### src/rtl/esvaziamento_caixa.sv
// Outlet-side drain controller: opens Valve_S until the requested volume (in TICK_DIV-cycle units) is delivered.
// Latency: valve opens on the edge after req is accepted; all outputs are registered, with no input-to-output paths.
// Backpressure: erro pauses draining (no metering is lost), lower parks in EMPTY until abort; build option DRAIN_LEVEL_GUARD_EN.
`timescale 1ns/1ps
module esvaziamento_caixa #(
    parameter int VOL_W     = 4,
    parameter int TICK_DIV  = 4,
    parameter int MIN_LEVEL = 1
) (
`ifdef DRAIN_LEVEL_GUARD_EN
    input  logic [2:0]       level,
`endif
    input  logic             clock,
    input  logic             reset,
    input  logic             req,
    input  logic [VOL_W-1:0] volume,
    input  logic             abort,
    input  logic             lower,
    input  logic             erro,
    output logic             Valve_S,
    output logic [VOL_W-1:0] remaining,
    output logic             busy,
    output logic             done,
    output logic             fault_empty
);

    localparam int TICK_W = (TICK_DIV > 1) ? $clog2(TICK_DIV) : 1;
    localparam logic [TICK_W-1:0] TICK_LAST = TICK_W'(TICK_DIV - 1);

    typedef enum logic [2:0] {
        S_IDLE,
        S_DRAIN,
        S_PAUSE,
        S_DONE,
        S_EMPTY
    } state_t;

    state_t             state, state_nxt;
    logic [TICK_W-1:0]  tick, tick_nxt, tick_adv;
    logic [VOL_W-1:0]   rem, rem_nxt;
    logic               low_stop;
    logic               unit_end;
    logic               last_unit;

`ifdef DRAIN_LEVEL_GUARD_EN
    assign low_stop = lower | (level <= 3'(MIN_LEVEL));
`else
    assign low_stop = lower;
`endif

    assign unit_end  = (tick == TICK_LAST);
    assign last_unit = unit_end && (rem == VOL_W'(1));
    assign tick_adv  = unit_end ? '0 : tick + TICK_W'(1);

    always_comb begin
        state_nxt = state;
        tick_nxt  = tick;
        rem_nxt   = rem;
        case (state)
            S_IDLE: begin
                if (!abort && !erro && req) begin
                    if (volume == '0) begin
                        state_nxt = S_DONE;
                    end else if (low_stop) begin
                        state_nxt = S_EMPTY;
                    end else begin
                        state_nxt = S_DRAIN;
                        rem_nxt   = volume;
                        tick_nxt  = '0;
                    end
                end
            end
            S_DRAIN: begin
                if (abort) begin
                    state_nxt = S_IDLE;
                    rem_nxt   = '0;
                    tick_nxt  = '0;
                end else if (low_stop && !erro) begin
                    state_nxt = S_EMPTY;
                    tick_nxt  = '0;
                end else begin
                    // The cycle just ending had the valve open, so it is metered
                    // even when erro parks us in PAUSE on this edge.
                    tick_nxt = tick_adv;
                    if (unit_end) begin
                        rem_nxt = rem - VOL_W'(1);
                    end
                    if (last_unit) begin
                        state_nxt = S_DONE;
                    end else if (erro) begin
                        state_nxt = S_PAUSE;
                    end
                end
            end
            S_PAUSE: begin
                if (abort) begin
                    state_nxt = S_IDLE;
                    rem_nxt   = '0;
                    tick_nxt  = '0;
                end else if (!erro) begin
                    if (low_stop) begin
                        state_nxt = S_EMPTY;
                        tick_nxt  = '0;
                    end else begin
                        state_nxt = S_DRAIN;
                    end
                end
            end
            S_DONE: begin
                state_nxt = S_IDLE;
                rem_nxt   = '0;
                tick_nxt  = '0;
            end
            S_EMPTY: begin
                if (abort) begin
                    state_nxt = S_IDLE;
                    rem_nxt   = '0;
                    tick_nxt  = '0;
                end
            end
            default: begin
                state_nxt = S_IDLE;
                rem_nxt   = '0;
                tick_nxt  = '0;
            end
        endcase
    end

    always_ff @(posedge clock or negedge reset) begin
        if (!reset) begin
            state       <= S_IDLE;
            tick        <= '0;
            rem         <= '0;
            Valve_S     <= 1'b0;
            busy        <= 1'b0;
            done        <= 1'b0;
            fault_empty <= 1'b0;
        end else begin
            state       <= state_nxt;
            tick        <= tick_nxt;
            rem         <= rem_nxt;
            Valve_S     <= (state_nxt == S_DRAIN);
            busy        <= (state_nxt == S_DRAIN) || (state_nxt == S_PAUSE);
            done        <= (state_nxt == S_DONE);
            fault_empty <= (state_nxt == S_EMPTY);
        end
    end

    assign remaining = rem;

endmodule

### config.mk
export PLATFORM = sky130hd
export DESIGN_NAME = esvaziamento_caixa
export DESIGN_NICKNAME = d
export VERILOG_FILES = /design/src/rtl/esvaziamento_caixa.sv
export SDC_FILE = /design/constraint.sdc
export NUM_CORES = 1
export LEC_CHECK = 0
export CAP_MARGIN = 20
export CORE_UTILIZATION = 50
export DETAILED_ROUTE_END_ITERATION = 16
export PLACE_DENSITY = 0.78
export SYNTH_ARGS = -nofsm -noshare
export SYNTH_HDL_FRONTEND = slang
export SYNTH_SLANG_ARGS = --single-unit
### constraint.sdc
create_clock -name clock -period 2.25 [get_ports clock]
set_clock_uncertainty 0.15 [all_clocks]
set_input_delay 0.5625 -clock clock [delete_from_list [all_inputs] [get_ports clock]]
set_output_delay 0.5625 -clock clock [all_outputs]
set_load 0.1 [all_outputs]
Word-level counts from Yosys, hierarchy flattened
Cells that the tools add are included.
{"block": "totals", "reg_bits": 13, "latchBits": 0, "mem_bits_rw": 0, "rom_bits": 0, "input_bits": 10, "out_inout_bits": 8, "elab_cells": 69, "memories": 0}
{"block": "op_classes", "addsub": 2, "multipliers": 0, "div_mod_pow": 0, "magnitude_cmp": 0, "eq_ne": 18, "shifts": 0, "n_mux": 30, "bitwise": 0, "n_reduce_logical": 12}
{"operator": "$mux 3", "count": 10}
{"operator": "$mux 4", "count": 7}
{"operator": "$mux 2", "count": 10}
{"operator": "$ne 3x3->1 const B", "count": 4}
{"operator": "$pmux 3 s4", "count": 1}
{"operator": "$pmux 4 s3", "count": 1}
{"operator": "$reduce_and 6->1", "count": 2}
{"operator": "$eq 3x2->1 const B", "count": 3}
{"operator": "$ne 2x2->1 const B", "count": 4}
{"operator": "$pmux 2 s4", "count": 1}
{"operator": "$eq 3x1->1 const B", "count": 2}
{"operator": "$eq 3x3->1 const B", "count": 2}
{"operator": "$eq 4x1->1 const B", "count": 1}
{"operator": "$logic_and 1x1->1", "count": 4}
{"operator": "$logic_not 4->1", "count": 1}
{"operator": "$sub 4x1->4 const B", "count": 1}
{"operator": "$logic_not 3->1", "count": 1}
{"operator": "$add 2x1->2 const B", "count": 1}
{"operator": "$eq 2x2->1 const B", "count": 1}
{"operator": "$logic_not 1->1", "count": 2}
{"operator": "$ne 2x1->1 const B", "count": 1}
{"operator": "$reduce_or 2->1", "count": 1}
{"operator": "$logic_or 1x1->1", "count": 1}

Depth between registers and ports, before layout
{"block": "depth", "word_depth": 8, "mapped_depth": 6, "depth_no_buf": 6}

Worst setup path before layout
OpenSTA, ideal clock, no wires.
{"block": "synth_path", "path_kind": "flip-flop to flip-flop", "startpoint": "register rem[0], in the netlist remaining[0]", "endpoint": "register busy", "setup_time_ns": 0.080, "t_arrival_ns": 1.970, "required_time_ns": 2.020, "setup_slack_ns": 0.050, "path_stages_with_launch": 6, "n_path_buf": 0, "synth_period_minus_slack_ns": 2.200, "cell_sequence": "dfrtp_1 ha_1 or4bb_1 a21o_1 nand3_2 xnor2_1"}
{"block": "synth_via", "elab_chain_cells": 8, "elab_cells_between_ends": 9, "cone_classes": "eq/ne (3); mux (4); reduce/logical (2)"}
{"item": "from (decl)", "line_no": "40", "source": "logic [VOL_W-1:0] rem, rem_nxt;"}
{"item": "from (signal assigned)", "line_no": "141", "source": "rem <= rem_nxt;"}
{"item": "$eq 4x1->1 (*)", "line_no": "52", "source": "assign last_unit = unit_end && (rem == VOL_W'(1));"}
{"item": "$logic_and 1x1->1 (*)", "line_no": "52"}
{"item": "$mux 3 (*)", "line_no": "88", "source": "if (last_unit) begin"}
{"item": "$mux 3 (*)", "line_no": "78", "source": "end else if (low_stop && !erro) begin"}
{"item": "$mux 3 (*)", "line_no": "74", "source": "if (abort) begin"}
{"item": "$pmux 3 s4 (*)", "line_no": "59", "source": "case (state)"}
{"item": "named net state_nxt[1]", "line_no": "38", "source": "state_t state, state_nxt;"}
{"item": "$eq 3x1->1 or $eq 3x2->1 (tied branches)", "line_no": "143", "source": "busy <= (state_nxt == S_DRAIN) || (state_nxt == S_PAUSE);"}
{"item": "$logic_or 1x1->1 (*)", "line_no": "143"}
{"item": "to (signal assigned)", "line_no": "143"}
{"item": "to (decl)", "line_no": "22", "source": "output logic busy,"}
The timed path passes the listed nets; every way through them passes the cells marked *.
A chain may end at the register's enable or synchronous reset.

Final worst setup path
{"block": "layout_path", "startpoint": "input port abort", "endpoint": "register rem[3], in the netlist remaining[3]"}
{"block": "layout_via", "elab_chain_cells": 5, "elab_cells_between_ends": 10, "cone_classes": "eq/ne (4); mux (2); reduce/logical (4)"}
{"item": "from (decl)", "line_no": "17", "source": "input logic abort,"}
{"item": "$logic_not 1->1", "line_no": "61", "source": "if (!abort && !erro && req) begin"}
{"item": "$logic_and 1x1->1 (2 in series)", "line_no": "61"}
{"item": "$ne 2x2->1 (no source line)"}
{"item": "$reduce_and 6->1 (no source line)"}
Parallel ways exist; a longest one is shown, timed or not.

==> impl_results.md <==
* Status: complete, no violations
* Via count at 785
* Worst reg2reg path startpoint: state[1]
* Achievable Freq at 460 MHz
* Dominant cell type by area after synthesis: dfrtp_1
* # DRC at 0
* Final worst path period share at 0.966
* Reg2reg setup slack at 0.30 ns
* Adder-Cell Fraction of Synth Area at 0.0526
* Avg Cell Area, Syn at 10.4 um^2
* Std-Cell Core Area at 0.00171 mm^2
* # setup viols final at 0
* Worst hold start: tick[0]
* Static leakage at 0.555 nW
* Initial antenna violation count at 0
* Crit path DAT at 2.19 ns
* Worst Path Required at 2.26 ns
* Sequential area share after synthesis at 0.360
* Dpl ws at -0.221 ns
* Pwr per Cell Area at 865 mW/mm^2
* Rel. slew slack at 0.636
* Crit end category: flip-flop
* Global-route usage over all layers at 0.239
* Detailed Route WL at 2.09 mm
* Area grow syn2layout at 32.8%
* Root buf cell: clkbuf_4
* Net Count, Synth at 100
* CP max FO at 4
* Die height at 44.5 um
* Starting Density at 0.530
* Min Clock Period, post-route at 2.17 ns
* Number of nets still failing antenna checks after routing at 0
* Slowest cell delay on critical path at 0.49 ns
* Post-cts resize count at 0
* First-pass GRT wire length at 3.35 mm
* CTS Hold Buffers Added at 0
* Antenna cells at 0
* Slowest CP cell: clkdlybuf4s50_1
* Initial DRC Count at 13
* Input/output buffers at 17
* DRT Pass-1 Iters at 5
* Syn. warnings at 0
* Congestion Overflow GR at 0
* Ranking of synthesized cells by area: dfrtp_1, mux2_4, ha_1
* Largest net degree at the start of global routing at 15
* Final HPWL DP at 1.66 mm
* Gpl congestion at 0.903
* Main combinational cell family by area after synthesis: simple AND/OR/NAND/NOR gates
* Maximum vdd drop at 0.000984 V
* Worst Hold Class: flip-flop to flip-flop
* Clock Latency Late Sink at 0.28 ns
* WL/cell at 15.1 um
* Nets at 127
* I/O pin cnt at 18
* Post-synthesis simple-gate area fraction at 0.248
* MaxCap Viol Count at 0
* Slew Viols, Final at 0
* Critical path class: input pin to flip-flop
* Post-DP Area at 0.00117 mm^2
* Post-synthesis mux area share at 0.0498
* CTS Buffer Depth at 2
* Row count at 15
* Num CTS Buffers at 3
* Post-Syn Area at 905 um^2
* Die X at 44.5 um
* R2R depth at 5
* H-Tree Depth at 1
* Slew @ Worst Pin at 0.544 ns
* Number of global-route vias before repair at 771
* Die Area at 0.00198 mm^2
* Setup crit end: remaining[3]
* RSZ-0062 raised after global routing: no
* Top cell type's share of synthesized area at 0.360
* Crit path cell chain: clkdlybuf4s50_1 > nor2_4 > nand3b_4 > o41a_4 > a21oi_4 > mux2_4
* Post-synthesis cell count at 87
* Post-route cell area at 0.00120 mm^2
* Yosys cell types at 40
* Synth Area in Compound Gates at 0.188
* Fin. Hold Viols at 0
* Setup TNS at 0 ns
* Crit path launch: abort
* Via density at 5.69
* Fraction of layout cells with a size suffix above 1 at 0.283
* Post-synthesis xor/xnor area fraction at 0.0290
* Setup Fix Bufs, Post-CTS at 0
* Reg clk slew, reported paths at 0.07 ns
* CP Launch Type: input pin
* Number of synthesized register bits at 13
* Final Worst Setup Slack at 0.0758 ns
* TritonCTS clock tree: yes
* Sink Count at 13
* End of the worst register-to-register path: remaining[3]
critical path: cells and delay by family:
kind	cells	cell delay, ns
AND/OR/NAND/NOR	2	0.24
AO/OA/AOI/OAI	2	0.58
multiplexers	1	0.32
buffers and inverters	1	0.49
layer usage:
metal  routed length, um  global-route usage  vias to the layer above  part of all wire
li1                    -                   -                      368                 -
met1                 823               0.262                      378              0.39
met2                1110               0.424                       33              0.53
met3                 101              0.0694                        6             0.048
met4                  52               0.103                        0             0.025
met5                   0                   0                        -                 0
cell type report:
class | instances | area (um^2)
multi-input combinational | 61 | 513
tap | 25 | 31.3
fill | 140 | 507
clock buffer | 4 | 26.3
timing repair buffer | 27 | 275
sequential | 13 | 325
inverter | 8 | 30.0
sequential cells by signal, indices dropped and copies added, names as in the netlist:
signal,count
fault_empty,1
busy,1
done,1
Valve_S,1
state,3
tick,2
remaining,4
power breakdown:
part	internal (mW)	switching, mW
registers	0.269	0.0655
clock network	0.0688	0.0741
logic	0.223	0.338
total	0.561	0.478
worst min path at each step:
stage | to | slack (ns) | cells past startpoint
CTS | tick[0] | 0.36 | 1
detailed placement | tick[0] | 0.35 | 1
global placement | tick[0] | 0.33 | 1
global route | tick[0] | 0.39 | 1
finish | tick[0] | 0.37 | 1
floorplan | Valve_S | 0.12 | 0
kinds of logic (layout without fill, tap and decap cells):
group           after synthesis  in the layout
simple gates                 31             31
xor+xnor                      3              3
compound gates               20             20
mux                           3              3
flops                        13             13
buf+inv                      13             39
fa+ha+maj                     4              4
per-stage QoR:
stage	util	std cells	hold slack [ns]	total power, mW
final	0.703	138	0.366	1.04
after global routing	0.703	138	0.393	1.09
after CTS	0.703	138	0.358	1.05
after detailed placement	0.688	134	0.346	0.901
after global placement	0.688	134	0.332	0.889
after floorplan	-	87	0.117	0.686
cell usage in the layout (no fill, tap or decap), types with 4 or more instances in the layout:
cell type / Yosys / routed
buf_4: 0 / 14
nor2b_1: 4 / 4
nor3_1: 5 / 5
inv_1: 8 / 8
dfrtp_1: 13 / 13
buf_12: 0 / 4
clkdlybuf4s50_1: 0 / 9
nor2_1: 6 / 6
synth_stat cells:
cell	number
nand2b_1	1
nand3b_1	1
maj3_1	1
nand2_1	3
o311ai_0	1
nor4_2	1
o31ai_1	2
nand4_1	1
dfrtp_1	13
nand4b_1	1
and2b_1	1
buf_6	2
a21o_1	2
nor2_1	6
nor4b_1	1
a21oi_4	1
buf_2	2
a31oi_1	3
clkbuf_1	1
xnor2_1	2
nand3_2	1
o2111ai_1	1
a32oi_1	1
a22o_1	1
xor2_1	1
nor4b_4	1
mux2_4	3
o41ai_1	1
o41a_4	1
o211ai_1	1
a21oi_1	3
ha_1	3
nor2b_1	4
o32ai_1	2
nand3b_4	1
nor3_1	5
inv_1	8
nand2_2	1
or4bb_1	1
nor2_4	1
(Power assumes the default switching activity.)
